===== src/rtl/alu_seq_core.sv =====
// alu_seq_core
//   Sequential ALU for switch/button boards. Operand A and then operand B are
//   loaded from a shared bus on synchronised rising edges of the go button.
//   Single-cycle ops finish in EXEC. MUL and DIV iterate one bit per clock
//   in ITER. The result and flags are held for the LED/7-segment logic.
//
//   state | meaning
//   ------+------------------------------------------------------------
//   0     | LOAD_A : wait for go edge, capture data_in into a_q
//   1     | LOAD_B : wait for go edge, capture data_in into b_q, latch op
//   2     | EXEC   : single-cycle op, write y/flags, pulse done
//   3     | ITER   : MUL/DIV, WIDTH cycles with busy=1, then write y/flags
//   4     | SHOW   : hold result, go edge returns to LOAD_A
//
// Ports
//   clk, reset_n        clock, asynchronous active-low reset
//   go, clear           raw button levels (asynchronous)
//   data_in [W]         operand bus
//   op [4]              operation code, latched together with B
//   a_q, b_q [W]        operand registers
//   y [2W]              result register
//   zero/carry/ovf/neg  status flags
//   err                 divide-by-zero flag
//   busy                high while MUL/DIV iterates
//   done                one-cycle pulse when a result is written
//   state [3]           FSM encoding
module alu_seq_core #(
  parameter int WIDTH       = 8,
  parameter int SYNC_STAGES = 2
) (
  input  logic                 clk,
  input  logic                 reset_n,
  input  logic                 go,
  input  logic                 clear,
  input  logic [WIDTH-1:0]     data_in,
  input  logic [3:0]           op,
  output logic [WIDTH-1:0]     a_q,
  output logic [WIDTH-1:0]     b_q,
  output logic [2*WIDTH-1:0]   y,
  output logic                 zero,
  output logic                 carry,
  output logic                 ovf,
  output logic                 neg,
  output logic                 err,
  output logic                 busy,
  output logic                 done,
  output logic [2:0]           state
);

  localparam int W  = WIDTH;
  localparam int W2 = 2 * WIDTH;
  localparam int CW = $clog2(WIDTH);
  localparam int M  = WIDTH - 1;

  typedef enum logic [2:0] {
    LOAD_A = 3'd0,
    LOAD_B = 3'd1,
    EXEC   = 3'd2,
    ITER   = 3'd3,
    SHOW   = 3'd4
  } state_t;

  state_t st;
  assign state = st;

  // Button synchronisers and rising-edge detect
  logic [SYNC_STAGES-1:0] go_sync;
  logic [SYNC_STAGES-1:0] clr_sync;
  logic                   go_d;
  logic                   clr_d;
  logic                   go_edge;
  logic                   clear_edge;

  always_ff @(posedge clk or negedge reset_n) begin
    if (!reset_n) begin
      go_sync  <= '0;
      clr_sync <= '0;
      go_d     <= 1'b0;
      clr_d    <= 1'b0;
    end else begin
      go_sync  <= {go_sync[SYNC_STAGES-2:0], go};
      clr_sync <= {clr_sync[SYNC_STAGES-2:0], clear};
      go_d     <= go_sync[SYNC_STAGES-1];
      clr_d    <= clr_sync[SYNC_STAGES-1];
    end
  end

  assign go_edge    = go_sync[SYNC_STAGES-1] & ~go_d;
  assign clear_edge = clr_sync[SYNC_STAGES-1] & ~clr_d;

  // Latched op, iteration counter and MUL/DIV working register
  logic [3:0]    op_q;
  logic [CW-1:0] cnt;
  logic [W2-1:0] work;

  // MUL step: work = {partial high, remaining multiplier}; add A then shift right
  logic [W:0]    mul_sum;
  logic [W2-1:0] mul_next;
  assign mul_sum  = {1'b0, work[W2-1:W]} + (work[0] ? {1'b0, a_q} : '0);
  assign mul_next = {mul_sum, work[W-1:1]};

  // DIV step: work = {remainder, dividend/quotient}; restoring shift-subtract
  logic [W:0]    div_sh;
  logic [W:0]    div_diff;
  logic          div_ge;
  logic [W-1:0]  div_rem;
  logic [W2-1:0] div_next;
  assign div_sh   = {work[W2-1:W], work[W-1]};
  assign div_diff = div_sh - {1'b0, b_q};
  assign div_ge   = (div_sh >= {1'b0, b_q});
  assign div_rem  = div_ge ? div_diff[W-1:0] : div_sh[W-1:0];
  assign div_next = {div_rem, work[W-2:0], div_ge};

  logic [W2-1:0] iter_next;
  logic          div_zero;
  logic [W2-1:0] iter_final;
  assign iter_next  = (op_q == 4'd14) ? mul_next : div_next;
  assign div_zero   = (op_q == 4'd15) && (b_q == '0);
  assign iter_final = div_zero ? {a_q, {W{1'b1}}} : iter_next;

  // Single-cycle datapath
  logic [W:0]      sum_ext;
  logic [W:0]      dif_ext;
  logic [W:0]      inc_ext;
  logic [W:0]      dec_ext;
  logic [CW-1:0]   amt;
  logic [W:0]      shl_ext;
  logic [W:0]      shr_ext;
  logic [W:0]      sar_ext;
  logic [W2-1:0]   rol_ext;
  logic [W2-1:0]   ror_ext;

  assign sum_ext = {1'b0, a_q} + {1'b0, b_q};
  assign dif_ext = {1'b0, a_q} - {1'b0, b_q};
  assign inc_ext = {1'b0, a_q} + {{W{1'b0}}, 1'b1};
  assign dec_ext = {1'b0, a_q} - {{W{1'b0}}, 1'b1};
  assign amt     = CW'(int'(b_q) % WIDTH);
  // Shifts carry one guard bit so the last bit shifted out lands there
  assign shl_ext = {1'b0, a_q} << amt;
  assign shr_ext = {a_q, 1'b0} >> amt;
  assign sar_ext = $signed({a_q, 1'b0}) >>> amt;
  assign rol_ext = {a_q, a_q} << amt;
  assign ror_ext = {a_q, a_q} >> amt;

  logic [W-1:0] r_res;
  logic         r_c;
  logic         r_v;
  logic         r_wy;

  always_comb begin
    r_res = '0;
    r_c   = 1'b0;
    r_v   = 1'b0;
    r_wy  = 1'b1;
    case (op_q)
      4'd0: begin
        r_res = sum_ext[W-1:0];
        r_c   = sum_ext[W];
        r_v   = (a_q[M] == b_q[M]) && (sum_ext[M] != a_q[M]);
      end
      4'd1, 4'd11: begin
        r_res = dif_ext[W-1:0];
        r_c   = dif_ext[W];
        r_v   = (a_q[M] != b_q[M]) && (dif_ext[M] != a_q[M]);
        r_wy  = (op_q == 4'd1);
      end
      4'd2:  r_res = a_q & b_q;
      4'd3:  r_res = a_q | b_q;
      4'd4:  r_res = a_q ^ b_q;
      4'd5:  r_res = ~a_q;
      4'd6: begin
        r_res = shl_ext[W-1:0];
        r_c   = shl_ext[W];
      end
      4'd7: begin
        r_res = shr_ext[W:1];
        r_c   = shr_ext[0];
      end
      4'd8: begin
        r_res = sar_ext[W:1];
        r_c   = sar_ext[0];
      end
      4'd9:  r_res = rol_ext[W2-1:W];
      4'd10: r_res = ror_ext[W-1:0];
      4'd12: begin
        r_res = inc_ext[W-1:0];
        r_c   = inc_ext[W];
        r_v   = ~a_q[M] & inc_ext[M];
      end
      4'd13: begin
        r_res = dec_ext[W-1:0];
        r_c   = dec_ext[W];
        r_v   = a_q[M] & ~dec_ext[M];
      end
      default: r_wy = 1'b0;
    endcase
  end

  // Main FSM with registered outputs
  always_ff @(posedge clk or negedge reset_n) begin
    if (!reset_n) begin
      st    <= LOAD_A;
      a_q   <= '0;
      b_q   <= '0;
      y     <= '0;
      zero  <= 1'b0;
      carry <= 1'b0;
      ovf   <= 1'b0;
      neg   <= 1'b0;
      err   <= 1'b0;
      busy  <= 1'b0;
      done  <= 1'b0;
      op_q  <= '0;
      cnt   <= '0;
      work  <= '0;
    end else begin
      done <= 1'b0;
      if (clear_edge) begin
        st    <= LOAD_A;
        a_q   <= '0;
        b_q   <= '0;
        y     <= '0;
        zero  <= 1'b0;
        carry <= 1'b0;
        ovf   <= 1'b0;
        neg   <= 1'b0;
        err   <= 1'b0;
        busy  <= 1'b0;
        cnt   <= '0;
      end else begin
        case (st)
          LOAD_A: begin
            if (go_edge) begin
              a_q <= data_in;
              st  <= LOAD_B;
            end
          end
          LOAD_B: begin
            if (go_edge) begin
              b_q  <= data_in;
              op_q <= op;
              if (op == 4'd14 || op == 4'd15) begin
                work <= (op == 4'd14) ? {{W{1'b0}}, data_in} : {{W{1'b0}}, a_q};
                cnt  <= CW'(WIDTH - 1);
                busy <= 1'b1;
                st   <= ITER;
              end else begin
                st <= EXEC;
              end
            end
          end
          EXEC: begin
            if (r_wy) y <= {{W{1'b0}}, r_res};
            zero  <= (r_res == '0);
            neg   <= r_res[M];
            carry <= r_c;
            ovf   <= r_v;
            err   <= 1'b0;
            done  <= 1'b1;
            st    <= SHOW;
          end
          ITER: begin
            work <= iter_next;
            if (cnt == '0) begin
              y     <= iter_final;
              zero  <= (iter_final == '0);
              neg   <= (op_q == 4'd14) ? iter_final[W2-1] : 1'b0;
              carry <= 1'b0;
              ovf   <= 1'b0;
              err   <= div_zero;
              busy  <= 1'b0;
              done  <= 1'b1;
              st    <= SHOW;
            end else begin
              cnt <= cnt - 1'b1;
            end
          end
          SHOW: begin
            if (go_edge) st <= LOAD_A;
          end
          default: st <= LOAD_A;
        endcase
      end
    end
  end

endmodule


===== config.mk =====
export PLATFORM = sky130hd
export DESIGN_NAME = alu_seq_core
export DESIGN_NICKNAME = d
export VERILOG_FILES = /design/src/rtl/alu_seq_core.sv
export SDC_FILE = /design/constraint.sdc
export NUM_CORES = 1
export LEC_CHECK = 0
export ABC_CLOCK_PERIOD_IN_PS = 8200
export BUFFER_PORTS_ARGS = -buffer_cell sky130_fd_sc_hd__buf_2
export CORE_ASPECT_RATIO = 1.75
export CORE_MARGIN = 2
export CORE_UTILIZATION = 50
export CTS_CLUSTER_DIAMETER = 30
export DETAILED_ROUTE_END_ITERATION = 12
export PLACE_DENSITY = 0.67
export SYNTH_ARGS = -nofsm -noshare
export SYNTH_HDL_FRONTEND = slang
export SYNTH_SLANG_ARGS = --single-unit
export TNS_END_PERCENT = 100

===== constraint.sdc =====
create_clock -name clk -period 8.2 [get_ports clk]
set_input_delay 0.82 -clock clk [delete_from_list [all_inputs] [get_ports clk]]
set_output_delay 0.82 -clock clk [all_outputs]
set_load 0.01 [all_outputs]

== After elaboration in Yosys (flattened, before gate mapping) ==
Index checks and enable logic that the tools add are counted.

* Bits in registers: 71
* Bits in latches: 0
* Bits in writable memories: 0
* ROM bits: 0
* Input port bits: 16
* Output and inout port bits: 42
* Memories kept: 0

* Add/subtract/negate cells: 7
* Multipliers: 0
* Divide/modulo/power cells: 0
* Order comparisons: 1
* Eq/ne operators: 34
* Shift-type cells: 5
* Mux-type cells: 55
* Bitwise operators: 13
* Reduce and logical (&&, ||, !) cells: 27

{| class="wikitable"
|+ Operator list
! kind !! count
|-
| $mux W16 || 7
|-
| $pmux W8 S13 || 1
|-
| $mux W8 || 8
|-
| $pmux W16 S2 || 2
|-
| $eq A4 B4 Y1 const B || 10
|-
| $mux W3 || 9
|-
| $ne A3 B3 Y1 const B || 7
|-
| $add A8 B8 Y9 || 2
|-
| $eq A4 B3 Y1 const B || 4
|-
| $logic_not A16 Y1 || 1
|-
| $logic_not A8 Y1 || 2
|-
| $mux W1 || 16
|-
| $pmux W1 S2 || 8
|-
| $reduce_and A4 Y1 || 4
|-
| $shl A16 B3 Y16 || 1
|-
| $shr A16 B3 Y8 || 1
|-
| $pmux W3 S5 || 1
|-
| $reduce_or A12 Y1 || 1
|-
| $add A8 B1 Y9 const B || 1
|-
| $ge A9 B8 Y1 || 1
|-
| $shl A8 B3 Y9 || 1
|-
| $shr A9 B3 Y9 || 1
|-
| $sshr A9 B3 Y9 || 1
|-
| $sub A8 B1 Y9 const B || 1
|-
| other kinds (29) || 51
|}

== Logic depth before layout (Yosys ltp) ==
* Depth after elaboration: 8
* Mapped depth: 13
* Mapped depth without buffers: 12

== Worst setup path before layout ==
OpenSTA, ideal clock, no wires.

* Path kind: register -> register
* Start point: reg b_q[1]
* End point: reg y[14]
* Library setup time: 121 ps
* Arrival: 2822 ps
* Data required time: 8079 ps
* Slack: 5257 ps
* Cell stages (with the launch flop): 13
* Path buffers: 2
* Cells stage by stage: dfrtp_1 buf_2 clkinv_1 buf_2 fa_1 a21o_1 a31oi_1 mux2_2 o22ai_1 a21oi_1 a21oi_1 o21ai_0 a22o_1

* Word-level cells in the longest chain between the ends: 7
* Elaborated cells between the ends (all ways): 10
* Those cells by class: add/sub: 1; order compare: 1; mux: 6; reduce/logical: 2

{| class="wikitable"
|+ RTL lines
! what !! line !! text
|-
| from (decl) || 38 || <nowiki>output logic [WIDTH-1:0] b_q,</nowiki>
|-
| from (signal assigned) || 240 || <nowiki>b_q <= data_in;</nowiki>
|-
| $sub A8 B8 Y8 or $ge A9 B8 Y1 (tied branches) || 109, 110 ||
|-
| $mux W8 || 111 || <nowiki>assign div_rem = div_ge ? div_diff[W-1:0] : div_sh[W-1:0];</nowiki>
|-
| $mux W16 || 117 || <nowiki>assign iter_next = (op_q == 4'd14) ? mul_next : div_next;</nowiki>
|-
| $mux W16 * || 119 || <nowiki>assign iter_final = div_zero ? {a_q, {W{1'b1}}} : iter_next;</nowiki>
|-
| $mux W16 * || 264 || <nowiki>if (cnt == '0) begin</nowiki>
|-
| $pmux W16 S2 * || 231 || <nowiki>case (st)</nowiki>
|-
| $mux W16 * || 218 || <nowiki>if (clear_edge) begin</nowiki>
|-
| to (signal assigned) || 253 || <nowiki>if (r_wy) y <= {{W{1'b0}}, r_res};</nowiki>
|-
| to (signal assigned) || 265 || <nowiki>y <= iter_final;</nowiki>
|-
| to (decl) || 39 || <nowiki>output logic [2*WIDTH-1:0] y,</nowiki>
|}

Mark *: on every way between the ends. The rest lies on a longest branch, timed or not. The select of a mux whose other input is x is not followed.
A chain may end at the register's enable or synchronous reset.

== Worst setup path in the final report ==
* Start point: reg b_q[1]
* End point: reg zero

* Word-level cells in the longest chain between the ends: 8
* Elaborated cells between the ends (all ways): 23
* Those cells by class: add/sub: 3; order compare: 1; shift: 5; mux: 7; bitwise: 3; reduce/logical: 4

{| class="wikitable"
|+ RTL lines
! what !! line !! text
|-
| $sub A8 B8 Y8 or $ge A9 B8 Y1 (tied branches) || 109, 110 ||
|-
| $mux W8 || 111 ||
|-
| $mux W16 || 117 ||
|-
| $mux W16 || 119 ||
|-
| $logic_not A16 Y1 || 266 || <nowiki>zero <= (iter_final == '0);</nowiki>
|-
| $mux W1 || 264 ||
|-
| $pmux W1 S2 * || 231 ||
|-
| $mux W1 * || 218 ||
|-
| to (signal assigned) || 254 || <nowiki>zero <= (r_res == '0);</nowiki>
|-
| to (signal assigned) || 266 ||
|-
| to (decl) || 40 || <nowiki>output logic zero,</nowiki>
|}

Marked as above.

==> out/metrics.csv <==
stage,metric,value,unit
worst_setup_path,reg2reg path depth,10,
global_route,number of global-route vias before repair,7296,
floorplanning,Die Wd,93.3,um
clock_network,Clock Path Buffers,2,
timing,Setup Skew,0.0123,ns
worst_setup_path,FF-to-FF setup slack,4.50,ns
logic_synthesis,Synth top area share,25.4,%
layout,Reg area,1780,um^2
worst_setup_path,crit-path leading delay family,compound AO/OA/AOI/OAI gates,
logic_synthesis,"top cells by area, synth","dfrtp_1 (25%), ha_1 (8.6%), mux2i_1 (6.7%), a21oi_1 (3.8%), nor2_1 (3.8%)",
placement,GP Congestion,1.09,
worst_setup_path,R2R Path Start,b_q[1],
worst_hold_path,WHS Path Cells,0,
floorplanning,Site Rows,57,
timing,Tmin final,3.70,ns
clock_network,CTS Buf Count,9,
worst_hold_path,Hold Path Class,register to register,
logic_synthesis,register area share after synthesis,25.4,%
worst_hold_path,hold wc startpoint,clr_sync[0],
detailed_routing,WL/cell,26.6,um
detailed_routing,first-pass iteration count of the detailed router,7,
clock_network,number of gates resized after cts,0,
clock_network,clock slew at reported path FFs,0.06,ns
placement,Port Buf Inserts,57,
timing,unrepaired setup endpoints after global routing,no,
timing,Final Hold Viols,0,
clock_network,Hold Buf Count CTS,0,
timing,worst slew pin tran,1.11,ns
logic_synthesis,Mapped Nets,897,
worst_setup_path,CP arrival,3.96,ns
floorplanning,Ports,58,
logic_synthesis,Post-Synthesis Cells,829,
floorplanning,Core Area,13800,um^2
logic_synthesis,Cell variety after synth,79,
global_route,grt ovf,0,
logic_synthesis,Adder-Cell Fraction of Synth Area,9.75,%
logic_synthesis,number of synthesized flops with an enable pin,0,
global_route,total track usage,37.4,%
logic_synthesis,Synth warnings,0,
logic_synthesis,mapped cell area,6980,um^2
timing,Final Max Slew Viols,0,
layout,area of the multi-input gates,4830,um^2
worst_setup_path,Worst Path Max Fanout,18,
timing,Worst slew margin,25.4,%
clock_network,postcts setup bufs,0,
worst_setup_path,max incr delay on CP,0.64,ns
layout,nets,925,
worst_setup_path,worst path required time,8.47,ns
pwr,P_leak,3.51,nW
layout,FILL cells,1308,
floorplanning,chip height,160,um
logic_synthesis,Post-synth ARST share,100,%
clock_network,worst skew pair latency,0.35,ns
detailed_routing,post-route ant nets,0,
detailed_routing,DRT Wirelength,27.6,mm
run,maxcap violations,0,
placement,HPWL Detailed,20.7,mm
clock_network,clock tree from TritonCTS,built,
timing,Fmax,0.271,GHz
placement,pre-CTS WS,4.59,ns
logic_synthesis,predominant post-synthesis flop cell,dfrtp_1,
logic_synthesis,simple-gate area share of the yosys netlist,20.4,%
timing,period utilisation layout,45.1,%
clock_network,clock sink count,71,
logic_synthesis,main combinational cell family by area after synthesis,compound AO/OA/AOI/OAI gates,
global_route,first-pass GRT wire length,42.3,mm
global_route,initial antenna violation count,0,
worst_setup_path,Reg2Reg Capture Point,zero,
worst_setup_path,crit end category,register,
clock_network,CTS H-Tree Depth,3,
timing,number of setup violations in the final report,0,
worst_setup_path,CP Launch Type,register,
status,outcome,completed,
logic_synthesis,Synth Area in XOR/XNOR,1.25,%
floorplanning,die area,15000,um^2
clock_network,CTS root buf,clkbuf_16,
detailed_routing,Via Count,7238,
worst_hold_path,Hold Path Sink,clr_sync[1],
worst_setup_path,critical-path cell list,clkinv_1 -> ha_1 -> a21oi_1 -> o21bai_1 -> a221o_1 -> a22oi_1 -> o211ai_1 -> nor4_1 -> a32oi_1 -> o21ai_1,
detailed_routing,DR iter-0 viols,447,
logic_synthesis,Post-Synthesis Mean Instance Area,8.42,um^2
pwr,peak supply drop,0.000215,V
worst_setup_path,CP bufs+invs,1,
worst_setup_path,Setup CP Type,register to register,
detailed_routing,drt drc,0,
layout,Inserted Diodes,0,
layout,layout cells sized above 1,15.2,%
pwr,PD cells,328,nW/um^2
worst_setup_path,slowest CP cell,ha_1,
logic_synthesis,number of synthesized register bits,71,
detailed_routing,vias per cell,6.97,
logic_synthesis,"area leader, netlist",dfrtp_1,
logic_synthesis,post-synthesis mux area share,11.4,%
layout,Layout area overhead,10.2,%
timing,Setup TNS Final,0,ns
global_route,largest net degree at the start of global routing,72,
logic_synthesis,Synth Area in Compound Gates,26.2,%
floorplanning,Initial Util,50.7,%
timing,PnR worst setup slack,4.50,ns
-- power by group --
part           switching [mW]  internal [mW]
sequential             0.0956          0.418
clock                   0.166          0.267
combinational            1.01          0.571
-- layer usage --
metal  global-route usage, %  routed length [um]  vias up  part of all wire, %
met5                       0                   0        -                    0
met4                    28.8                2660        0                  9.6
met3                    6.61                1730      158                  6.3
met2                    65.0               13900      395                   50
met1                    39.0                9270     3508                   34
li1                        -                   -     3177                    -
-- worst max-delay path by stage --
stage	slack (ns)	to	start	depth (start not counted)
after floorplan	5.26	y[14]	b_q[1]	12
after global placement	4.60	zero	b_q[1]	10
after detailed placement	4.59	zero	b_q[1]	10
after CTS	4.56	zero	b_q[1]	10
after global routing	4.32	zero	b_q[1]	10
final	4.50	zero	b_q[1]	10
-- cells in the final DEF, fill, tap and decap left out, types with 11 or more instances in the layout --
master / netlist / final
buf_4: 2 / 17
a211oi_1: 14 / 14
o211ai_1: 12 / 12
nand2_1: 68 / 68
nand3_1: 11 / 11
nand2b_1: 12 / 12
mux2i_1: 47 / 47
o31ai_1: 14 / 14
buf_2: 19 / 56
mux2_2: 19 / 19
and2_1: 14 / 14
dfrtp_1: 71 / 71
ha_1: 48 / 48
nor3_1: 17 / 17
o21ai_0: 51 / 51
inv_1: 33 / 33
nor2_1: 70 / 70
nor2b_1: 14 / 13
a21oi_1: 53 / 53
-- worst reg2reg max path: stages (launching register included) --
cell      delay, ns
dfrtp_1        0.35
clkinv_1       0.63
ha_1           0.65
a21oi_1        0.23
o21bai_1       0.16
a221o_1        0.38
a22oi_1        0.34
o211ai_1       0.30
nor4_1         0.31
a32oi_1        0.15
o21ai_1        0.12
-- registers in the layout (all words and copies together) (netlist names), 2 cells and up --
name      flops
b_q           8
work         16
state         3
cnt           3
op_q          4
go_sync       2
a_q           8
y            16
clr_sync      2
-- kinds of logic after synthesis --
| family | Yosys count |
|---|---|
| DFF | 71 |
| xor gates and xnor gates | 10 |
| muxes | 71 |
| AOI/OAI and AO/OA | 264 |
| and+or+nand+nor | 269 |
| adders and majority gates | 52 |
| buffers and inverters | 92 |
-- stage by stage --
| step | hold WS [ns] | std cells | instance area (um^2) | utilization (%) | power, mW |
|---|---|---|---|---|---|
| after floorplan | 0.331 | 829 | 6980 | - | 1.56 |
| after global placement | 0.334 | 1022 | 7360 | 53.5 | 2.03 |
| after detailed placement | 0.336 | 1022 | 7360 | 53.5 | 2.03 |
| after CTS | 0.359 | 1037 | 7680 | 55.8 | 2.47 |
| after global routing | 0.367 | 1038 | 7690 | 55.9 | 2.66 |
| final | 0.356 | 1038 | 7690 | 55.9 | 2.52 |
-- cell type report --
type / instances / share of cell area (%)
multi-input combinational: 666 / 62.8
sequential: 71 / 23.1
timing repair buffer: 74 / 5.37
clock buffer: 9 / 2.93
tap: 177 / 2.88
inverter: 35 / 1.71
clock inverter: 6 / 1.22
-- cell usage after synthesis, drive strengths merged, types with 4 or more instances --
library cell	n
and3	7
mux4	5
a211o	4
mux2	19
or3	5
nand2b	12
a31oi	7
o21ai	53
o21a	7
nor4	10
nor2	70
a21oi	54
a22oi	6
and4b	6
and2	14
nand3	11
a211oi	15
o2111ai	4
nand2	68
o31ai	14
nand4	7
clkbuf	34
inv	33
dfrtp	71
a21o	9
o2bb2ai	4
o22ai	4
nand4b	5
nor2b	14
xnor2	7
fa	4
ha	48
o221ai	6
mux2i	47
o211ai	12
a221oi	7
a22o	9
o21bai	6
buf	23
nor3	17
a221o	10
o31a	4
Note: power is estimated with default switching activity, not from simulation.
